$ cat src/rtl/fifo_rd_packer_if.sv
// Bundles the FIFO read port and the packed-word output of fifo_rd_packer.
// The master side is the packer; the slave side is the FIFO plus downstream sink.
interface fifo_rd_packer_if #(
    parameter int BYTE_W = 8,
    parameter int LANES  = 4
);
    logic                       empty_sig;
    logic [BYTE_W-1:0]          dout;
    logic                       rd_sig;
    logic                       flush;
    logic [BYTE_W*LANES-1:0]    word_out;
    logic [2:0]                 word_bytes;
    logic                       word_valid;
    logic                       word_ready;

    modport master (
        input  empty_sig, dout, flush, word_ready,
        output rd_sig, word_out, word_bytes, word_valid
    );

    modport slave (
        output empty_sig, dout, flush, word_ready,
        input  rd_sig, word_out, word_bytes, word_valid
    );
endinterface

$ cat src/rtl/fifo_rd_packer.sv
// Reads bytes from a one-cycle-latency FIFO and packs them little-endian into
// LANES-byte words; a flush pulse emits whatever partial word has been gathered.
module fifo_rd_packer #(
    parameter int BYTE_W = 8,
    parameter int LANES  = 4
) (
    input  logic              clk,
    input  logic              rst,
    fifo_rd_packer_if.master  bus
);
    localparam int CNT_W = $clog2(LANES + 1);

    typedef enum logic [1:0] {FILL, WAIT, HOLD} state_t;

    state_t                     state_q;
    state_t                     state_d;
    logic [CNT_W-1:0]           iss_cnt;
    logic [CNT_W-1:0]           cap_cnt;
    logic                       rd_pend;
    logic                       flush_pend;
    logic [BYTE_W*LANES-1:0]    word_q;

    logic                       rd_issue;
    logic                       last_issue;
    logic                       handshake;
    logic                       flush_clr;
    logic                       enter_hold;

    // rst gates the strobe so no FIFO byte is popped while the packer is being cleared
    assign rd_issue   = !rst && (state_q == FILL) && !bus.empty_sig &&
                        (iss_cnt < CNT_W'(LANES)) && !flush_pend;
    assign last_issue = rd_issue && (iss_cnt == CNT_W'(LANES - 1));
    assign handshake  = (state_q == HOLD) && bus.word_ready;
    assign enter_hold = (state_d == HOLD) && (state_q != HOLD);

    always_ff @(posedge clk) begin
        if (rst) begin
            state_q <= FILL;
        end else begin
            state_q <= state_d;
        end
    end

    always_comb begin
        state_d   = state_q;
        flush_clr = 1'b0;
        case (state_q)
            FILL: begin
                if (last_issue) begin
                    state_d = WAIT;
                end else if (flush_pend && rd_pend) begin
                    state_d = WAIT;
                end else if (flush_pend && (cap_cnt != '0)) begin
                    state_d = HOLD;
                end else if (flush_pend) begin
                    flush_clr = 1'b1;
                end
            end
            // The last outstanding byte (if any) lands during this single cycle
            WAIT: state_d = HOLD;
            HOLD: begin
                if (handshake) begin
                    state_d = FILL;
                end
            end
            default: state_d = FILL;
        endcase
    end

    // A flush seen while a word is held survives the handshake and acts in the next FILL
    always_ff @(posedge clk) begin
        if (rst) begin
            flush_pend <= 1'b0;
        end else if (bus.flush) begin
            flush_pend <= 1'b1;
        end else if (enter_hold || flush_clr) begin
            flush_pend <= 1'b0;
        end
    end

    always_ff @(posedge clk) begin
        if (rst) begin
            iss_cnt <= '0;
            cap_cnt <= '0;
            rd_pend <= 1'b0;
            word_q  <= '0;
        end else begin
            rd_pend <= rd_issue;
            if (handshake) begin
                iss_cnt <= '0;
                cap_cnt <= '0;
                word_q  <= '0;
            end else begin
                if (rd_issue) begin
                    iss_cnt <= iss_cnt + CNT_W'(1);
                end
                if (rd_pend) begin
                    cap_cnt <= cap_cnt + CNT_W'(1);
                    for (int i = 0; i < LANES; i++) begin
                        if (cap_cnt == CNT_W'(i)) begin
                            word_q[i*BYTE_W +: BYTE_W] <= bus.dout;
                        end
                    end
                end
            end
        end
    end

    assign bus.rd_sig     = rd_issue;
    assign bus.word_valid = (state_q == HOLD);
    assign bus.word_bytes = (state_q == HOLD) ? 3'(cap_cnt) : 3'd0;
    assign bus.word_out   = word_q;

endmodule
$ cat src/flat_wrapper.sv
// flat-port wrapper written by rule: the top's interface ports become plain ports
module fifo_rd_packer_flat 
#(
    parameter int BYTE_W = 8,
    parameter int LANES  = 4
)
  (clk, rst, bus_empty_sig, bus_dout, bus_flush, bus_word_ready, bus_rd_sig, bus_word_out, bus_word_bytes, bus_word_valid);
  fifo_rd_packer_if #(.BYTE_W(BYTE_W), .LANES(LANES)) bus_i ();
  input  logic clk;
  input  logic rst;
  input wire logic [$bits(bus_i.empty_sig)-1:0] bus_empty_sig;
  input wire logic [$bits(bus_i.dout)-1:0] bus_dout;
  input wire logic [$bits(bus_i.flush)-1:0] bus_flush;
  input wire logic [$bits(bus_i.word_ready)-1:0] bus_word_ready;
  output wire logic [$bits(bus_i.rd_sig)-1:0] bus_rd_sig;
  output wire logic [$bits(bus_i.word_out)-1:0] bus_word_out;
  output wire logic [$bits(bus_i.word_bytes)-1:0] bus_word_bytes;
  output wire logic [$bits(bus_i.word_valid)-1:0] bus_word_valid;
  assign bus_i.empty_sig = bus_empty_sig;
  assign bus_i.dout = bus_dout;
  assign bus_i.flush = bus_flush;
  assign bus_i.word_ready = bus_word_ready;
  assign bus_rd_sig = bus_i.rd_sig;
  assign bus_word_out = bus_i.word_out;
  assign bus_word_bytes = bus_i.word_bytes;
  assign bus_word_valid = bus_i.word_valid;
  fifo_rd_packer #(.BYTE_W(BYTE_W), .LANES(LANES)) u_core (.clk(clk), .rst(rst), .bus(bus_i));
endmodule
$ cat config.mk
export PLATFORM = sky130hd
export DESIGN_NAME = fifo_rd_packer_flat
export DESIGN_NICKNAME = d
export VERILOG_FILES = /design/src/rtl/fifo_rd_packer_if.sv /design/src/rtl/fifo_rd_packer.sv /design/src/flat_wrapper.sv
export SDC_FILE = /design/constraint.sdc
export NUM_CORES = 1
export LEC_CHECK = 0
export ABC_AREA = 1
export CORE_ASPECT_RATIO = 1.5
export CORE_MARGIN = 3
export CORE_UTILIZATION = 50
export CTS_CLUSTER_SIZE = 14
export DETAILED_ROUTE_END_ITERATION = 10
export GPL_TIMING_DRIVEN = 1
export PLACE_DENSITY = 0.81
export SYNTH_ARGS = -nofsm -noshare
export SYNTH_HDL_FRONTEND = slang
export SYNTH_SLANG_ARGS = --single-unit
$ cat constraint.sdc
create_clock -name clk -period 3.05 [get_ports clk]
set_input_delay 0.4575 -clock clk [delete_from_list [all_inputs] [get_ports clk]]
set_output_delay 0.4575 -clock clk [all_outputs]
set_load 0.03 [all_outputs]
=== Word-level counts from Yosys, hierarchy flattened ===
Index checks and enable logic that the tools add are counted.

* Add/subtract/negate cells: 2
* Magnitude comparators: 1
* Eq/ne operators: 8
* Muxes and demuxes: 13
* Reductions and logical operators: 22

{| class="wikitable"
|+ Operators by type and width
! operator !! count
|-
| == test 3 x 2 -> 1 bit, second input constant || 3
|-
| logical AND 1 bit || 9
|-
| 2-to-1 mux 2 bit || 4
|-
| AND reduction 2 bit || 4
|-
| 2-to-1 mux 1 bit || 7
|-
| adder 3 x 1 -> 3 bit, second input constant || 2
|-
| one-hot mux 2 bit (3 select lines) || 1
|-
| == test 2 bit, second input constant || 2
|-
| == test 3 x 1 -> 1 bit, second input constant || 1
|-
| zero test 1 bit || 3
|-
| zero test 3 bit || 1
|-
| < comparator 3 bit, second input constant || 1
|-
| 2-to-1 mux 3 bit || 1
|-
| nonzero test 3 bit || 1
|-
| == test 2 x 1 -> 1 bit, second input constant || 1
|-
| zero test 2 bit || 1
|-
| inequality test 2 bit, second input constant || 1
|-
| nonzero test 2 bit || 1
|-
| OR reduction 2 bit || 1
|-
| logical OR 1 bit || 1
|}

* Register bits: 42
* Bits of input ports: 13
* Output and inout port bits: 37

=== Depth between registers and ports, before layout ===
* Depth after elaboration: 13
* Gate-level depth with buffers: 10
* Depth with buffers taken out: 10

=== Least setup slack after synthesis ===
Ideal clock, no wire load.

* Path kind: register to output
* Start point: register u_core.state_q[1]
* End point: output port bus_word_bytes[0]
* Data arrival time: 0.922 ns
* Required time: 2.592 ns
* Setup slack: 1.671 ns
* Cell stages (with the launch flop): 3
* Cell sequence: dfxtp_1 nand2_2 nor2_1

* Cells in the longest elaborated chain, start to end: 2

{| class="wikitable"
|+ Ends and longest elaborated chain
! item !! RTL line !! source
|-
| start, declared || fifo_rd_packer.sv:15 || <nowiki>state_t state_q;</nowiki>
|-
| start signal, assigned || fifo_rd_packer.sv:40 || <nowiki>state_q <= state_d;</nowiki>
|-
| == test 2 bit || fifo_rd_packer.sv:111 || <nowiki>assign bus.word_bytes = (state_q == HOLD) ? 3'(cap_cnt) : 3'd0;</nowiki>
|-
| 2-to-1 mux 3 bit || fifo_rd_packer.sv:111 ||
|-
| end, declared || flat_wrapper.sv:17 || <nowiki>output wire logic [$bits(bus_i.word_bytes)-1:0] bus_word_bytes;</nowiki>
|}

No other way between the ends.

=== Final worst setup path ===
* Start point: input port rst
* End point: output port bus_rd_sig

* Cells in the longest elaborated chain, start to end: 5

{| class="wikitable"
|+ Ends and longest elaborated chain
! item !! RTL line !! source
|-
| start, declared || flat_wrapper.sv:10 || <nowiki>input logic rst;</nowiki>
|-
| zero test 1 bit || fifo_rd_packer.sv:30 || <nowiki>assign rd_issue = !rst && (state_q == FILL) && !bus.empty_sig &&</nowiki>
|-
| logical AND 1 bit (3 in a row) || fifo_rd_packer.sv:30 ||
|-
| logical AND 1 bit || fifo_rd_packer.sv:31 || <nowiki>(iss_cnt < CNT_W'(LANES)) && !flush_pend;</nowiki>
|-
| end, declared || flat_wrapper.sv:15 || <nowiki>output wire logic [$bits(bus_i.rd_sig)-1:0] bus_rd_sig;</nowiki>
|}

No other way between the ends.

==> impl_metrics.toml <==
[yosys]
syn-num-nets = 239
synthCells = 219
synth_cell_type_count = 21
synth_seq_cells = 42
syn_area_um2 = 1720
ys_top_cells_by_area = "dfxtp_1, a21oi_1, inv_1, o21ai_0, nand2_1"
synth_most_common_cell = "dfxtp_1"
syn_area_per_cell_um2 = 7.856
synthFlopType = "dfxtp_1"
yosys_warnings = 0
seq_area_frac_synth = 0.4887
synth_commonest_cells = "dfxtp_1, a21oi_1, inv_1"
async_flop_share = 0
synth_top_area_frac = 0.4887
yosys.area.top_type = "dfxtp_1"
synth-edff-count = 0

[placement]
place_congestion = 0.7521
hpwlAfterDp_um = 2662
port_buffers = 49
place_area_um2 = 2205

[worst_setup_path]
r2r_slack_ns = 1.37
cp_common_cell = "clkdlybuf4s50_1"
r2r_end = "u_core.bus.word_out[11]$_SDFFE_PP0P_"
cp_num_buf_inv = 3
start_kind = "input port"
crit_required_ns = 2.59
path_cells = "clkdlybuf4s50_1 > nor2_1 > nand3_1 > inv_2 > clkdlybuf4s50_1"
slowest_stage = "clkdlybuf4s50_1"
cp.arrival_ns = 2.03
timing.critical_path.to_type = "output port"
crit_type = "in2out"
critPathTopFamily = "buffers and inverters"
reg2regPathDepth = 3
worstReg2RegStart = "u_core.rd_pend$_SDFF_PP0_"
critPathLaunch = "rst"
path_max_fanout = 5
cpPeakStageDelay_ns = 0.67

[clock_tree]
cts.path.max_buffers = 2
holdBufCountCts = 0
clk_transition_reported_paths_ns = 0.08
cts_tree = "done"
ctsResizeCount = 0
clock_latency_ns = 0.30
cts_setup_buffers = 0
cts_root_buf = "clkbuf_8"
cts-buffers-inserted = 5
cts-htree-levels = 2
clock-sinks = 42

[sta]
min_period_ns = 2.489
max_freq_mhz = 401.8
setup_viol = 0
period_share = 0.8160
worstMarginPinSlew_ns = 0.5347
finalHoldViolCount = 0
drv_slew = 0
grt_setup_unrepaired = "no"
skew_ns = 0.007169
max_slew_margin = 0.6430
fin_tns_setup_ns = 0

[die]
core_um2 = 3222
dieArea_um2 = 4195
core.rowCount = 25
die_w_um = 53.90
start_util = 0.5340
ios = 50
die_h_um = 77.84

[route]
drtPass1Iterations = 4
drt_iter0_drc = 48
avgViaCountPerCell = 4.951
ant_nets = 0
wl_um = 3662
dr_wl_met3_um = 274
vias = 1520
route.met2.wl_um = 1854
wl_per_cell_um = 11.93
wl_met1_um = 1472
route.detailed.drc = 0
top_layer_used = "met4"

[pwr]
swShare = 0.2750
peakVddDrop_uv = 417.9
clkPwrFrac = 0.330
switchingPower_w = 0.0003106
intPower_w = 0.0008188
p_leak_nw = 0.8502
pwr-share-seq = 0.519
p_per_area_nw_per_um2 = 491.1
share_comb_of_total_power = 0.151

[min_path]
hold_path_class = "reg2reg"
hold_path_end = "u_core.bus.word_out[14]$_SDFFE_PP0P_"
hold_depth = 2
hold_start = "u_core.bus.word_out[14]$_SDFFE_PP0P_"

[global_routing]
grt_use_total = 0.1932
grt_pass1_vias = 1321
overflow = 0
grt_start_max_net_pins = 25
grt_pass1_wl_um = 6009
antenna_found_initial = 0

[finish]
n_antenna_cell = 0
design_area_um2 = 2300
drive_gt1_frac = 0.05618
synthToLayoutAreaGrowth_pct = 33.67
layout.nets = 286
fillers = 283

[outcome]
status = "completed"

[flow_run]
drv_cap = 0
registers in the layout, indices dropped and copies added (netlist names):
register,cells
u_core.bus.word_out,32
u_core.cap_cnt,3
u_core.iss_cnt,3
u_core.state_q,2
u_core.flush_pend,1
u_core.rd_pend,1
through the flow:
step | hold WS (ns) | worst slack [ns] | instances | total power, W | utilization
final | 0.4447 | 0.5613 | 307 | 0.001129 | 0.7138
after global routing | 0.4595 | 0.3965 | 307 | 0.001182 | 0.7138
after CTS | 0.4472 | 0.5397 | 307 | 0.001135 | 0.7138
after detailed placement | 0.4353 | 0.5456 | 299 | 0.0007707 | 0.6843
after global placement | 0.4304 | 0.5732 | 299 | 0.0007681 | 0.6843
after floorplan | 0.4491 | 1.671 | 219 | 0.0007079 | -
metal layers:
metal	up-vias	global-route usage
li1	794	-
met1	679	0.2258
met2	41	0.3143
met3	6	0.06142
met4	0	0.07673
met5	-	0
cell usage in the layout, fill, tap and decap left out, drive strengths merged:
cell,count
nand3,14
o21ai,26
a21boi,2
clkinvlp,1
nand2,25
clkdlybuf4s50,49
or2,1
nand4,1
clkinv,1
o21a,1
a21oi,39
nor2,13
clkbuf,6
ha,7
inv,39
dfxtp,42
power by group through the flow:
stage | clock, W | combinational (W) | sequential, W
2_1_floorplan | 0 | 0.0000880 | 0.000620
3_3_place_gp | 0 | 0.000170 | 0.000598
3_5_place_dp | 0 | 0.000172 | 0.000599
4_1_cts | 0.000376 | 0.000173 | 0.000586
5_1_grt | 0.000401 | 0.000191 | 0.000590
6_report | 0.000372 | 0.000171 | 0.000586
logic make-up after synthesis:
group / share of synthesized area
buf+inv: 0.1178
simple gates: 0.1338
compound gates: 0.2087
flops: 0.4887
fa+ha+maj: 0.05091
area by class of cell:
cell class                 instances  area, µm²  area share
clock buffer                       6      82.58     0.03591
sequential                        42      840.8      0.3656
clock inverter                     2      12.51    0.005441
tap                               40      50.05     0.02176
multi-input combinational        129      676.9      0.2943
timing repair buffer              49      490.5      0.2133
inverter                          39      146.4     0.06366
how the worst max path moves through the flow:
stage	end	slack, ns	cells past startpoint
5_1_grt	bus_rd_sig	0.40	5
3_5_place_dp	bus_rd_sig	0.55	5
4_1_cts	bus_rd_sig	0.54	5
6_report	bus_rd_sig	0.56	5
3_3_place_gp	bus_rd_sig	0.57	5
2_1_floorplan	bus_word_bytes[0]	1.67	2
worst reg2reg max path, cell delays in order, from the launching register on:
cell and delay (ns):
dfxtp_1 0.66, nand3_1 0.51, o21ai_0 0.32, a21oi_1 0.07
Power figures use the tool's default switching activity.
